### src/rtl/arti_pattern_gen_pkg.sv
// Shared raster geometry and pattern-mode encoding for the test-pattern generator.
package arti_pattern_gen_pkg;

  localparam int unsigned H_TOTAL      = 456;
  localparam int unsigned H_ACTIVE     = 384;
  localparam int unsigned HS_START     = 408;
  localparam int unsigned HS_END       = 439;
  localparam int unsigned V_ACTIVE     = 240;
  localparam int unsigned VS_START     = 248;
  localparam int unsigned VS_END       = 250;
  localparam int unsigned V_TOTAL_NTSC = 262;
  localparam int unsigned V_TOTAL_PAL  = 312;
  localparam int unsigned BAND_W       = 48;

  typedef enum logic [1:0] {
    ModeSolid = 2'd0,
    ModeAltA  = 2'd1,
    ModeAltB  = 2'd2,
    ModeBars  = 2'd3
  } mode_e;

endpackage

### src/rtl/arti_pattern_gen_if.sv
// Video output bundle: pixel colour plus blanking and sync strobes.
interface arti_pattern_gen_if;
  logic [7:0] r_out;
  logic [7:0] g_out;
  logic [7:0] b_out;
  logic       hbl_out;
  logic       vbl_out;
  logic       hs_out;
  logic       vs_out;

  modport master (output r_out, g_out, b_out, hbl_out, vbl_out, hs_out, vs_out);
  modport slave  (input  r_out, g_out, b_out, hbl_out, vbl_out, hs_out, vs_out);
endinterface

### src/rtl/arti_pattern_timing.sv
// Raster counters (h, v, band) and combinational sync/blank decode of the current position.
module arti_pattern_timing
  import arti_pattern_gen_pkg::*;
#(
  parameter int unsigned VActive    = V_ACTIVE,
  parameter int unsigned VsStart    = VS_START,
  parameter int unsigned VsEnd      = VS_END,
  parameter int unsigned VTotalNtsc = V_TOTAL_NTSC,
  parameter int unsigned VTotalPal  = V_TOTAL_PAL
) (
  input  logic clk_i,
  input  logic rst_ni,
  input  logic ce_pix_i,
  input  logic pal_i,
  output logic h_lsb_o,
  output logic band_lsb_o,
  output logic line_end_o,
  output logic frame_end_o,
  output logic hbl_o,
  output logic vbl_o,
  output logic hs_o,
  output logic vs_o
);

  localparam logic [8:0] HLast    = 9'(H_TOTAL - 1);
  localparam logic [8:0] HActive  = 9'(H_ACTIVE);
  localparam logic [8:0] HsStart  = 9'(HS_START);
  localparam logic [8:0] HsEnd    = 9'(HS_END);
  localparam logic [8:0] VAct     = 9'(VActive);
  localparam logic [8:0] VsFirst  = 9'(VsStart);
  localparam logic [8:0] VsLast   = 9'(VsEnd);
  localparam logic [5:0] BandLast = 6'(BAND_W - 1);

  logic [8:0] h_q, h_d, v_q, v_d, v_last;
  logic [5:0] sub_q, sub_d;
  logic [2:0] band_q, band_d;
  logic       line_end, frame_end;

  always_comb begin
    v_last    = pal_i ? 9'(VTotalPal - 1) : 9'(VTotalNtsc - 1);
    line_end  = (h_q == HLast);
    frame_end = line_end && (v_q == v_last);
    h_d       = h_q;
    v_d       = v_q;
    sub_d     = sub_q;
    band_d    = band_q;
    if (ce_pix_i) begin
      if (line_end) begin
        h_d    = '0;
        sub_d  = '0;
        band_d = '0;
        v_d    = frame_end ? 9'd0 : v_q + 9'd1;
      end else begin
        h_d = h_q + 9'd1;
        // Band index is a running count of 48-pixel spans, avoiding a divide by 48.
        if (sub_q == BandLast) begin
          sub_d  = '0;
          band_d = band_q + 3'd1;
        end else begin
          sub_d = sub_q + 6'd1;
        end
      end
    end
  end

  always_ff @(posedge clk_i or negedge rst_ni) begin
    if (!rst_ni) begin
      h_q    <= '0;
      v_q    <= '0;
      sub_q  <= '0;
      band_q <= '0;
    end else begin
      h_q    <= h_d;
      v_q    <= v_d;
      sub_q  <= sub_d;
      band_q <= band_d;
    end
  end

  assign h_lsb_o     = h_q[0];
  assign band_lsb_o  = band_q[0];
  assign line_end_o  = line_end;
  assign frame_end_o = frame_end;
  assign hbl_o       = (h_q >= HActive);
  assign vbl_o       = (v_q >= VAct);
  assign hs_o        = (h_q >= HsStart) && (h_q <= HsEnd);
  assign vs_o        = (v_q >= VsFirst) && (v_q <= VsLast);

endmodule

### src/rtl/arti_pattern_gen.sv
// Test-pattern generator top: samples frame/line settings and registers pixel, blank and sync.
module arti_pattern_gen
  import arti_pattern_gen_pkg::*;
#(
  parameter int unsigned VActive    = V_ACTIVE,
  parameter int unsigned VsStart    = VS_START,
  parameter int unsigned VsEnd      = VS_END,
  parameter int unsigned VTotalNtsc = V_TOTAL_NTSC,
  parameter int unsigned VTotalPal  = V_TOTAL_PAL
) (
  input  logic                      clk,
  input  logic                      reset_n,
  input  logic                      ce_pix,
  input  logic                      enable,
  input  logic                      colorset,
  input  logic [1:0]                mode,
  input  logic [7:0]                luma,
  arti_pattern_gen_if.master        vid
);

  logic       h_lsb, band_lsb, line_end, frame_end, hbl, vbl, hs, vs, lit;
  logic       pal_q, pal_d;
  mode_e      mode_q, mode_d;
  logic [7:0] luma_q, luma_d, pix_q, pix_d;
  logic       hbl_q, hbl_d, vbl_q, vbl_d, hs_q, hs_d, vs_q, vs_d;

  arti_pattern_timing #(
    .VActive   (VActive),
    .VsStart   (VsStart),
    .VsEnd     (VsEnd),
    .VTotalNtsc(VTotalNtsc),
    .VTotalPal (VTotalPal)
  ) u_timing (
    .clk_i      (clk),
    .rst_ni     (reset_n),
    .ce_pix_i   (ce_pix),
    .pal_i      (pal_q),
    .h_lsb_o    (h_lsb),
    .band_lsb_o (band_lsb),
    .line_end_o (line_end),
    .frame_end_o(frame_end),
    .hbl_o      (hbl),
    .vbl_o      (vbl),
    .hs_o       (hs),
    .vs_o       (vs)
  );

  always_comb begin
    pal_d  = pal_q;
    mode_d = mode_q;
    luma_d = luma_q;
    pix_d  = pix_q;
    hbl_d  = hbl_q;
    vbl_d  = vbl_q;
    hs_d   = hs_q;
    vs_d   = vs_q;
    lit    = 1'b0;

    unique case (mode_q)
      ModeSolid: lit = 1'b1;
      ModeAltA:  lit = ~h_lsb;
      ModeAltB:  lit = h_lsb;
      ModeBars:  lit = ~(h_lsb ^ band_lsb);  // even band -> phase A, odd band -> phase B
      default:   lit = 1'b0;
    endcase

    if (ce_pix) begin
      // The current pixel still uses the old settings; new ones apply from the next h=0.
      if (line_end) begin
        mode_d = mode_e'(mode);
        luma_d = luma;
      end
      if (frame_end) begin
        pal_d = colorset;
      end
      pix_d = (enable && lit && !hbl && !vbl) ? luma_q : 8'd0;
      hbl_d = hbl;
      vbl_d = vbl;
      hs_d  = hs;
      vs_d  = vs;
    end
  end

  always_ff @(posedge clk or negedge reset_n) begin
    if (!reset_n) begin
      pal_q  <= 1'b0;
      mode_q <= ModeSolid;
      luma_q <= '0;
      pix_q  <= '0;
      hbl_q  <= 1'b0;
      vbl_q  <= 1'b0;
      hs_q   <= 1'b0;
      vs_q   <= 1'b0;
    end else begin
      pal_q  <= pal_d;
      mode_q <= mode_d;
      luma_q <= luma_d;
      pix_q  <= pix_d;
      hbl_q  <= hbl_d;
      vbl_q  <= vbl_d;
      hs_q   <= hs_d;
      vs_q   <= vs_d;
    end
  end

  assign vid.r_out   = pix_q;
  assign vid.g_out   = pix_q;
  assign vid.b_out   = pix_q;
  assign vid.hbl_out = hbl_q;
  assign vid.vbl_out = vbl_q;
  assign vid.hs_out  = hs_q;
  assign vid.vs_out  = vs_q;

endmodule

### src/flat_wrapper.sv
// flat-port wrapper written by rule: the top's interface ports become plain ports
module arti_pattern_gen_flat import arti_pattern_gen_pkg::*;
#(
  parameter int unsigned VActive    = V_ACTIVE,
  parameter int unsigned VsStart    = VS_START,
  parameter int unsigned VsEnd      = VS_END,
  parameter int unsigned VTotalNtsc = V_TOTAL_NTSC,
  parameter int unsigned VTotalPal  = V_TOTAL_PAL
)
  (clk, reset_n, ce_pix, enable, colorset, mode, luma, vid_r_out, vid_g_out, vid_b_out, vid_hbl_out, vid_vbl_out, vid_hs_out, vid_vs_out);
  arti_pattern_gen_if vid_i ();
  input  logic clk;
  input  logic reset_n;
  input  logic ce_pix;
  input  logic enable;
  input  logic colorset;
  input  logic [1:0] mode;
  input  logic [7:0] luma;
  output wire logic [$bits(vid_i.r_out)-1:0] vid_r_out;
  output wire logic [$bits(vid_i.g_out)-1:0] vid_g_out;
  output wire logic [$bits(vid_i.b_out)-1:0] vid_b_out;
  output wire logic [$bits(vid_i.hbl_out)-1:0] vid_hbl_out;
  output wire logic [$bits(vid_i.vbl_out)-1:0] vid_vbl_out;
  output wire logic [$bits(vid_i.hs_out)-1:0] vid_hs_out;
  output wire logic [$bits(vid_i.vs_out)-1:0] vid_vs_out;
  assign vid_r_out = vid_i.r_out;
  assign vid_g_out = vid_i.g_out;
  assign vid_b_out = vid_i.b_out;
  assign vid_hbl_out = vid_i.hbl_out;
  assign vid_vbl_out = vid_i.vbl_out;
  assign vid_hs_out = vid_i.hs_out;
  assign vid_vs_out = vid_i.vs_out;
  arti_pattern_gen #(.VActive(VActive), .VsStart(VsStart), .VsEnd(VsEnd), .VTotalNtsc(VTotalNtsc), .VTotalPal(VTotalPal)) u_core (.clk(clk), .reset_n(reset_n), .ce_pix(ce_pix), .enable(enable), .colorset(colorset), .mode(mode), .luma(luma), .vid(vid_i));
endmodule
### config.mk
export PLATFORM = sky130hd
export DESIGN_NAME = arti_pattern_gen_flat
export DESIGN_NICKNAME = d
export VERILOG_FILES = /design/src/rtl/arti_pattern_gen_pkg.sv /design/src/rtl/arti_pattern_gen_if.sv /design/src/rtl/arti_pattern_timing.sv /design/src/rtl/arti_pattern_gen.sv /design/src/flat_wrapper.sv
export SDC_FILE = /design/constraint.sdc
export NUM_CORES = 1
export LEC_CHECK = 0
export ABC_AREA = 1
export BUFFER_PORTS_ARGS = -buffer_cell sky130_fd_sc_hd__clkbuf_2
export CORE_MARGIN = 3
export CORE_UTILIZATION = 34
export CTS_BUF_LIST = sky130_fd_sc_hd__clkbuf_4
export DETAILED_ROUTE_END_ITERATION = 12
export HOLD_SLACK_MARGIN = 0.15
export PLACE_DENSITY = 0.64
export SETUP_SLACK_MARGIN = 0.4
export SKIP_CTS_REPAIR_TIMING = 1
export SLEW_MARGIN = 5
export SYNTH_ARGS = -nofsm -noshare
export SYNTH_HDL_FRONTEND = slang
export SYNTH_SLANG_ARGS = --single-unit
### constraint.sdc
create_clock -name clk -period 2.8 [get_ports clk]
set_input_delay 0.42 -clock clk [delete_from_list [all_inputs] [get_ports clk]]
set_output_delay 0.42 -clock clk [all_outputs]
set_load 0.01 [all_outputs]
-- Word level (Yosys, flattened, before mapping)
Cells that the tools add are included.
- output and inout port bits: 28
- register bits: 50
- input port bits: 15
- word-level logic and storage cells: 53
- reduce and logical (&&, ||, !) cells: 13
- muxes and demuxes: 9
- bitwise gates (word level): 3
- add/subtract/negate cells: 4
- eq/ne operators: 6
- magnitude comparators: 6
- operator list (cell ; count):
    9-bit by 1-bit adder with 9-bit output, second input constant ; 2
    9-bit by 8-bit >= comparator with 1-bit output, second input constant ; 2
    9-bit >= comparator, second input constant ; 2
    6-bit two-way mux ; 3
    9-bit two-way mux ; 2
    9-bit equality test ; 1
    9-bit equality test, second input constant ; 1
    9-bit by 8-bit less-or-equal comparator with 1-bit output, second input constant ; 1
    9-bit less-or-equal comparator, second input constant ; 1
    8-bit two-way mux ; 1
    6-bit by 1-bit adder with 6-bit output, second input constant ; 1
    6-bit equality test, second input constant ; 1
    1-bit logical AND ; 6
    3-bit two-way mux ; 2
    2-bit AND reduction ; 3
    2-bit equality test, second input constant ; 2
    1-bit case mux with 4 select lines ; 1
    3-bit by 1-bit adder with 3-bit output, second input constant ; 1
    2-bit by 1-bit equality test with 1-bit output, second input constant ; 1
    1-bit logical NOT ; 2
    2-bit logical NOT ; 1
    1-bit inverter ; 2
    2-bit nonzero test ; 1
    1-bit bitwise XOR ; 1

-- Logic depth before layout (Yosys ltp)
- depth in word-level cells: 7
- mapped depth: 9
- depth with buffers taken out: 9

-- By module
From an unflattened synthesis, not the netlist that was laid out.
- cell total of the unflattened synthesis: 307
- area total of the unflattened synthesis: 2635.0 um^2
- by module, submodules not included (module ; seq. area each (um^2) ; cells each ; area an instance (um^2) ; instances):
    arti_pattern_timing ; 625.6 ; 190 ; 1475.2 ; 1
    arti_pattern_gen ; 575.6 ; 117 ; 1159.9 ; 1

-- Least setup slack after synthesis
OpenSTA, ideal clock, no wires.
- path kind: register to register
- start point: reg u_core.u_timing.h_q[1]
- end point: reg u_core.mode_q[1]
- arrival: 1.230 ns
- required time: 2.684 ns
- setup time: 0.116 ns
- cell stages (with the launch flop): 10
- clock period less this slack: 1.347 ns
- path buffers: 1
- path slack: 1.453 ns
- path through: dfrtp_1 -> ha_1 -> inv_1 -> nor2_1 -> nand2_1 -> nor2_4 -> nand2_4 -> buf_6 -> nand2_1 -> nand2_1
- cells in the longest elaborated chain, start to end: 2
- RTL lines (what ; RTL line ; RTL):
    start: declaration ; arti_pattern_timing.sv:34 ; logic [8:0] h_q, h_d, v_q, v_d, v_last;
    start signal: assignment ; arti_pattern_timing.sv:68 ; h_q <= '0;
    start signal: assignment ; arti_pattern_timing.sv:73 ; h_q <= h_d;
    9-bit equality test ; arti_pattern_timing.sv:41 ; line_end = (h_q == HLast);
    2-bit AND reduction (no line) ; n/a ;
    end signal: assignment ; arti_pattern_gen.sv:87 ; mode_q <= ModeSolid;
    end signal: assignment ; arti_pattern_gen.sv:96 ; mode_q <= mode_d;
    end: declaration ; arti_pattern_gen.sv:23 ; mode_e mode_q, mode_d;
Every way passes these cells.
A chain may end at the register's enable or synchronous reset.

-- Worst setup path in the final report
- start point: reg u_core.u_timing.h_q[0]
- end point: reg u_core.u_timing.v_q[2]
- cells in the longest elaborated chain, start to end: 3
- elaborated cells on any way between the ends: 4
- classes of those cells: eq/ne (1); mux (1); reduce/logical (2)
- RTL lines (what ; RTL line ; RTL):
    9-bit equality test (*) ; arti_pattern_timing.sv:41 ;
    1-bit logical AND ; arti_pattern_timing.sv:42 ; frame_end = line_end && (v_q == v_last);
    9-bit two-way mux ; arti_pattern_timing.sv:52 ; v_d = frame_end ? 9'd0 : v_q + 9'd1;
    end signal: assignment ; arti_pattern_timing.sv:74 ; v_q <= v_d;
    end: declaration ; arti_pattern_timing.sv:34 ;
Every way passes the cells marked *; elsewhere a longest branch is shown, timed or not.

==> PnR_summary.wiki <==
{| class="wikitable"
! Metric !! Value
|-
| Area of the multi-input gates || 0.00114 mm^2
|-
| Maximum count of clock buffers along a single path || 2
|-
| Worst Max-Slew Pin Slew || 0.482 ns
|-
| Endpoint of the worst hold-timing path || u_core.luma_q[1]$_DFFE_PN0P_
|-
| Average cell area after synthesis || 7.45 um^2
|-
| Clock latency on the worst-skew pair || 0.36 ns
|-
| Count of inserted antenna diode cells || 0
|-
| Synthesized area || 0.00270 mm^2
|-
| Synthesized netlist cell count || 363
|-
| Worst rel slew slack || 0.678
|-
| Pin count of the biggest net entering global routing || 33
|-
| Placed instance count || 480
|-
| Final hold vios || 0
|-
| CP Max Fanout || 21
|-
| Setup slack, reg-to-reg || 0.91 ns
|-
| Lkg Pwr || 1.70 nW
|-
| Number of non-filler instances in the completed layout || 489
|-
| Data arrival, critical path || 2.15 ns
|-
| Maximum achievable frequency || 530 MHz
|-
| DRC viols || 0
|-
| Final Cycle Share || 0.673
|-
| Clock sink total || 48
|-
| Worst clock skew || 0.00826 ns
|-
| Global-route wire length before repair || 9.40 mm
|-
| GRT overflow || 0
|-
| Number of buffers added by the clock tree synthesis step || 5
|-
| Reg-to-Reg End || u_core.u_timing.v_q[2]$_DFFE_PN0P_
|-
| Post-synth cell types || 29
|-
| ANT nets after route || 0
|-
| Largest vdd supply drop || 0.199 mV
|-
| DP HPWL || 3.84 mm
|-
| Area of the core || 0.00749 mm^2
|-
| Clock transition at path regs || 0.14 ns
|-
| Critical register-to-register path startpoint || u_core.u_timing.h_q[0]$_DFFE_PN0P_
|-
| Avg Vias per Cell || 4.53
|-
| Hold_sp || luma[1]
|-
| Hold Path Cell Cnt || 3
|-
| TritonRoute pass-1 iters || 4
|-
| H-tree depth || 2
|-
| Total of flip-flops plus latches after synthesis || 48
|-
| Total detailed-routing wirelength || 5.41 mm
|-
| Proportion of layout cells with a drive suffix above 1 || 0.177
|-
| Antenna violations before repair || 0
|-
| Unrepaired setup endpoints after global routing || no
|-
| Initial cell density of the core || 0.361
|-
| Fin Setup TNS || 0 ns
|-
| Overall track demand over capacity in global routing || 0.129
|-
| FF-to-FF path depth || 8
|-
| Warning count from the yosys run || 0
|-
| Outcome || finished, final reports clean
|-
| Data required time of the worst path || 3.06 ns
|-
| Time the worst path needs with I/O delays and setup || 1.89 ns
|-
| Post-synthesis to final-layout area growth || 9.30%
|-
| Setup-violating endpoint count in the final report || 0
|-
| Fill count || 734
|-
| Total power per unit cell area || 641 mW/mm^2
|-
| Y dimension of the die || 95.2 um
|-
| TritonCTS clock tree || yes
|-
| Buffers added on ports || 42
|-
| Ports || 43
|-
| Post-layout nets || 409
|-
| Num rows || 31
|-
| Post-synth net total || 383
|-
| Pins over their slew limit || 0
|-
| Clock Tree Root || clkbuf_4
|-
| Endpoint type of the worst setup path || flip-flop
|-
| Max Cap Viol || 0
|-
| Critical path class || reg -> reg
|-
| Die Wd || 95.2 um
|-
| Via count of the first global-routing pass || 2132
|-
| Starting DRC count in detailed routing || 138
|-
| Reg area || 0.00120 mm^2
|-
| Sequential area share after synthesis || 0.444
|-
| Nature of the critical path startpoint || flip-flop
|-
| Routed vias || 2216
|-
| GP Congestion || 0.947
|-
| WL/cell || 11.1 um
|-
| Worst min path class || in -> reg
|-
| Die area || 0.00906 mm^2
|}
## worst max-delay path by stage
stage / startpoint / slack (ns) / to / cells past startpoint
floorplan: u_core.u_timing.h_q[1]$_DFFE_PN0P_ / 1.45 / u_core.mode_q[1]$_DFFE_PN0P_ / 9
global placement: u_core.u_timing.h_q[0]$_DFFE_PN0P_ / 0.98 / u_core.u_timing.v_q[5]$_DFFE_PN0P_ / 8
detailed placement: u_core.u_timing.h_q[1]$_DFFE_PN0P_ / 0.93 / u_core.u_timing.v_q[8]$_DFFE_PN0P_ / 8
CTS: u_core.u_timing.h_q[0]$_DFFE_PN0P_ / 0.91 / u_core.u_timing.v_q[5]$_DFFE_PN0P_ / 8
global route: u_core.u_timing.h_q[0]$_DFFE_PN0P_ / 0.62 / u_core.u_timing.v_q[5]$_DFFE_PN0P_ / 8
finish: u_core.u_timing.h_q[0]$_DFFE_PN0P_ / 0.91 / u_core.u_timing.v_q[2]$_DFFE_PN0P_ / 8
## critical path: stages (launching register included)
cell and delay (ns):
dfrtp_1 0.40, ha_1 0.21, inv_1 0.10, nor2_2 0.14
nand3_2 0.14, nor2_4 0.41, inv_1 0.22, nand2_1 0.10
nand2_1 0.06
## layer usage
| metal | track usage | wire length, um |
|---|---|---|
| met5 | 0 | 0 |
| met4 | 0.0445 | 78 |
| met3 | 0.0276 | 302 |
| met2 | 0.216 | 2520 |
| met1 | 0.163 | 2500 |
## synth_stat cells
| cell type | number | area, um^2 |
|---|---|---|
| nand3_1 | 30 | 150 |
| a21boi_0 | 1 | 7.51 |
| nand3b_1 | 1 | 7.51 |
| nor3_2 | 1 | 10.0 |
| nor2_1 | 29 | 109 |
| o21ai_0 | 14 | 70.1 |
| nand2_4 | 1 | 11.3 |
| nand2_2 | 3 | 18.8 |
| xor2_2 | 1 | 16.3 |
| a21oi_1 | 4 | 20.0 |
| buf_4 | 18 | 135 |
| buf_2 | 5 | 25.0 |
| inv_1 | 42 | 158 |
| o21bai_1 | 1 | 7.51 |
| ha_1 | 5 | 62.6 |
| dfrtp_1 | 48 | 1200 |
| buf_6 | 2 | 22.5 |
| nand2_1 | 128 | 480 |
| nand4_1 | 3 | 18.8 |
| inv_2 | 4 | 15.0 |
| xnor2_1 | 3 | 26.3 |
| clkbuf_2 | 1 | 5.00 |
| nor3_1 | 6 | 30.0 |
| xor2_1 | 3 | 26.3 |
| nor2_4 | 2 | 22.5 |
| o21ai_1 | 1 | 5.00 |
| o211ai_1 | 1 | 7.51 |
| nand3_2 | 1 | 10.0 |
| nor2_2 | 4 | 25.0 |
## report_power, final
part,leakage [nW],switching [W],internal [W]
registers,0.609,0.000133,0.000827
logic,1.04,0.000319,0.000195
clock network,0.0456,0.000225,0.000197
## through the flow
step	power, W	cell area [um^2]	utilization	hold slack [ns]	setup slack [ns]
floorplan	0.00135	2700	-	0.124	1.45
global placement	0.00147	2870	0.383	0.374	0.982
detailed placement	0.00149	2870	0.383	0.381	0.928
CTS	0.00192	2950	0.393	-0.0296	0.908
global route	0.00205	2960	0.395	0.243	0.624
finish	0.00190	2960	0.395	0.247	0.915
## cell usage in the layout, fill, tap and decap left out
cell type / synthesis / routed
a21boi_0: 1 / 1
a21oi_1: 4 / 4
buf_4: 18 / 2
bufinv_16: 0 / 1
clkbuf_2: 1 / 42
clkbuf_4: 0 / 6
clkinv_2: 0 / 1
dfrtp_1: 48 / 48
dlygate4sd3_1: 0 / 1
ha_1: 5 / 5
inv_1: 42 / 42
inv_2: 4 / 4
nand2_1: 128 / 128
nand2_2: 3 / 3
nand2_4: 1 / 1
nand3_1: 30 / 30
nand3_2: 1 / 1
nand3b_1: 1 / 1
nand4_1: 3 / 3
nor2_1: 29 / 29
nor2_2: 4 / 4
nor2_4: 2 / 2
nor3_1: 6 / 6
nor3_2: 1 / 1
o211ai_1: 1 / 1
o21ai_0: 14 / 14
o21ai_1: 1 / 1
o21bai_1: 1 / 1
xnor2_1: 3 / 3
xor2_1: 3 / 3
xor2_2: 1 / 1
## cell families (layout without fill, tap and decap cells)
| family | count (synthesis) | in the layout | synth area share |
|---|---|---|---|
| and+or+nand+nor | 209 | 209 | 0.330 |
| buffers and inverters | 72 | 99 | 0.133 |
| DFF | 48 | 48 | 0.444 |
| AOI/OAI and AO/OA | 22 | 22 | 0.0435 |
| xor gates and xnor gates | 7 | 7 | 0.0255 |
| adders and majority gates | 5 | 5 | 0.0231 |
## layout make-up
cell class,instances,area share
Inverter,46,0.0584
Clock buffer,6,0.0152
Multi-Input combinational cell,243,0.387
Timing Repair Buffer,45,0.0796
Clock inverter,2,0.0119
Sequential cell,48,0.406
Tap cell,99,0.0419
## sequential cells by signal (all words and copies together) (netlist names)
| register | flops |
|---|---|
| u_core.u_timing.band_q | 1 |
| u_core.vid.hs_out | 1 |
| u_core.mode_q | 2 |
| u_core.vid.vbl_out | 1 |
| u_core.pal_q | 1 |
| u_core.u_timing.h_q | 9 |
| u_core.u_timing.sub_q | 6 |
| u_core.vid.vs_out | 1 |
| u_core.u_timing.v_q | 9 |
| u_core.vid.b_out | 8 |
| u_core.vid.hbl_out | 1 |
| u_core.luma_q | 8 |
(Power assumes the default switching activity.)
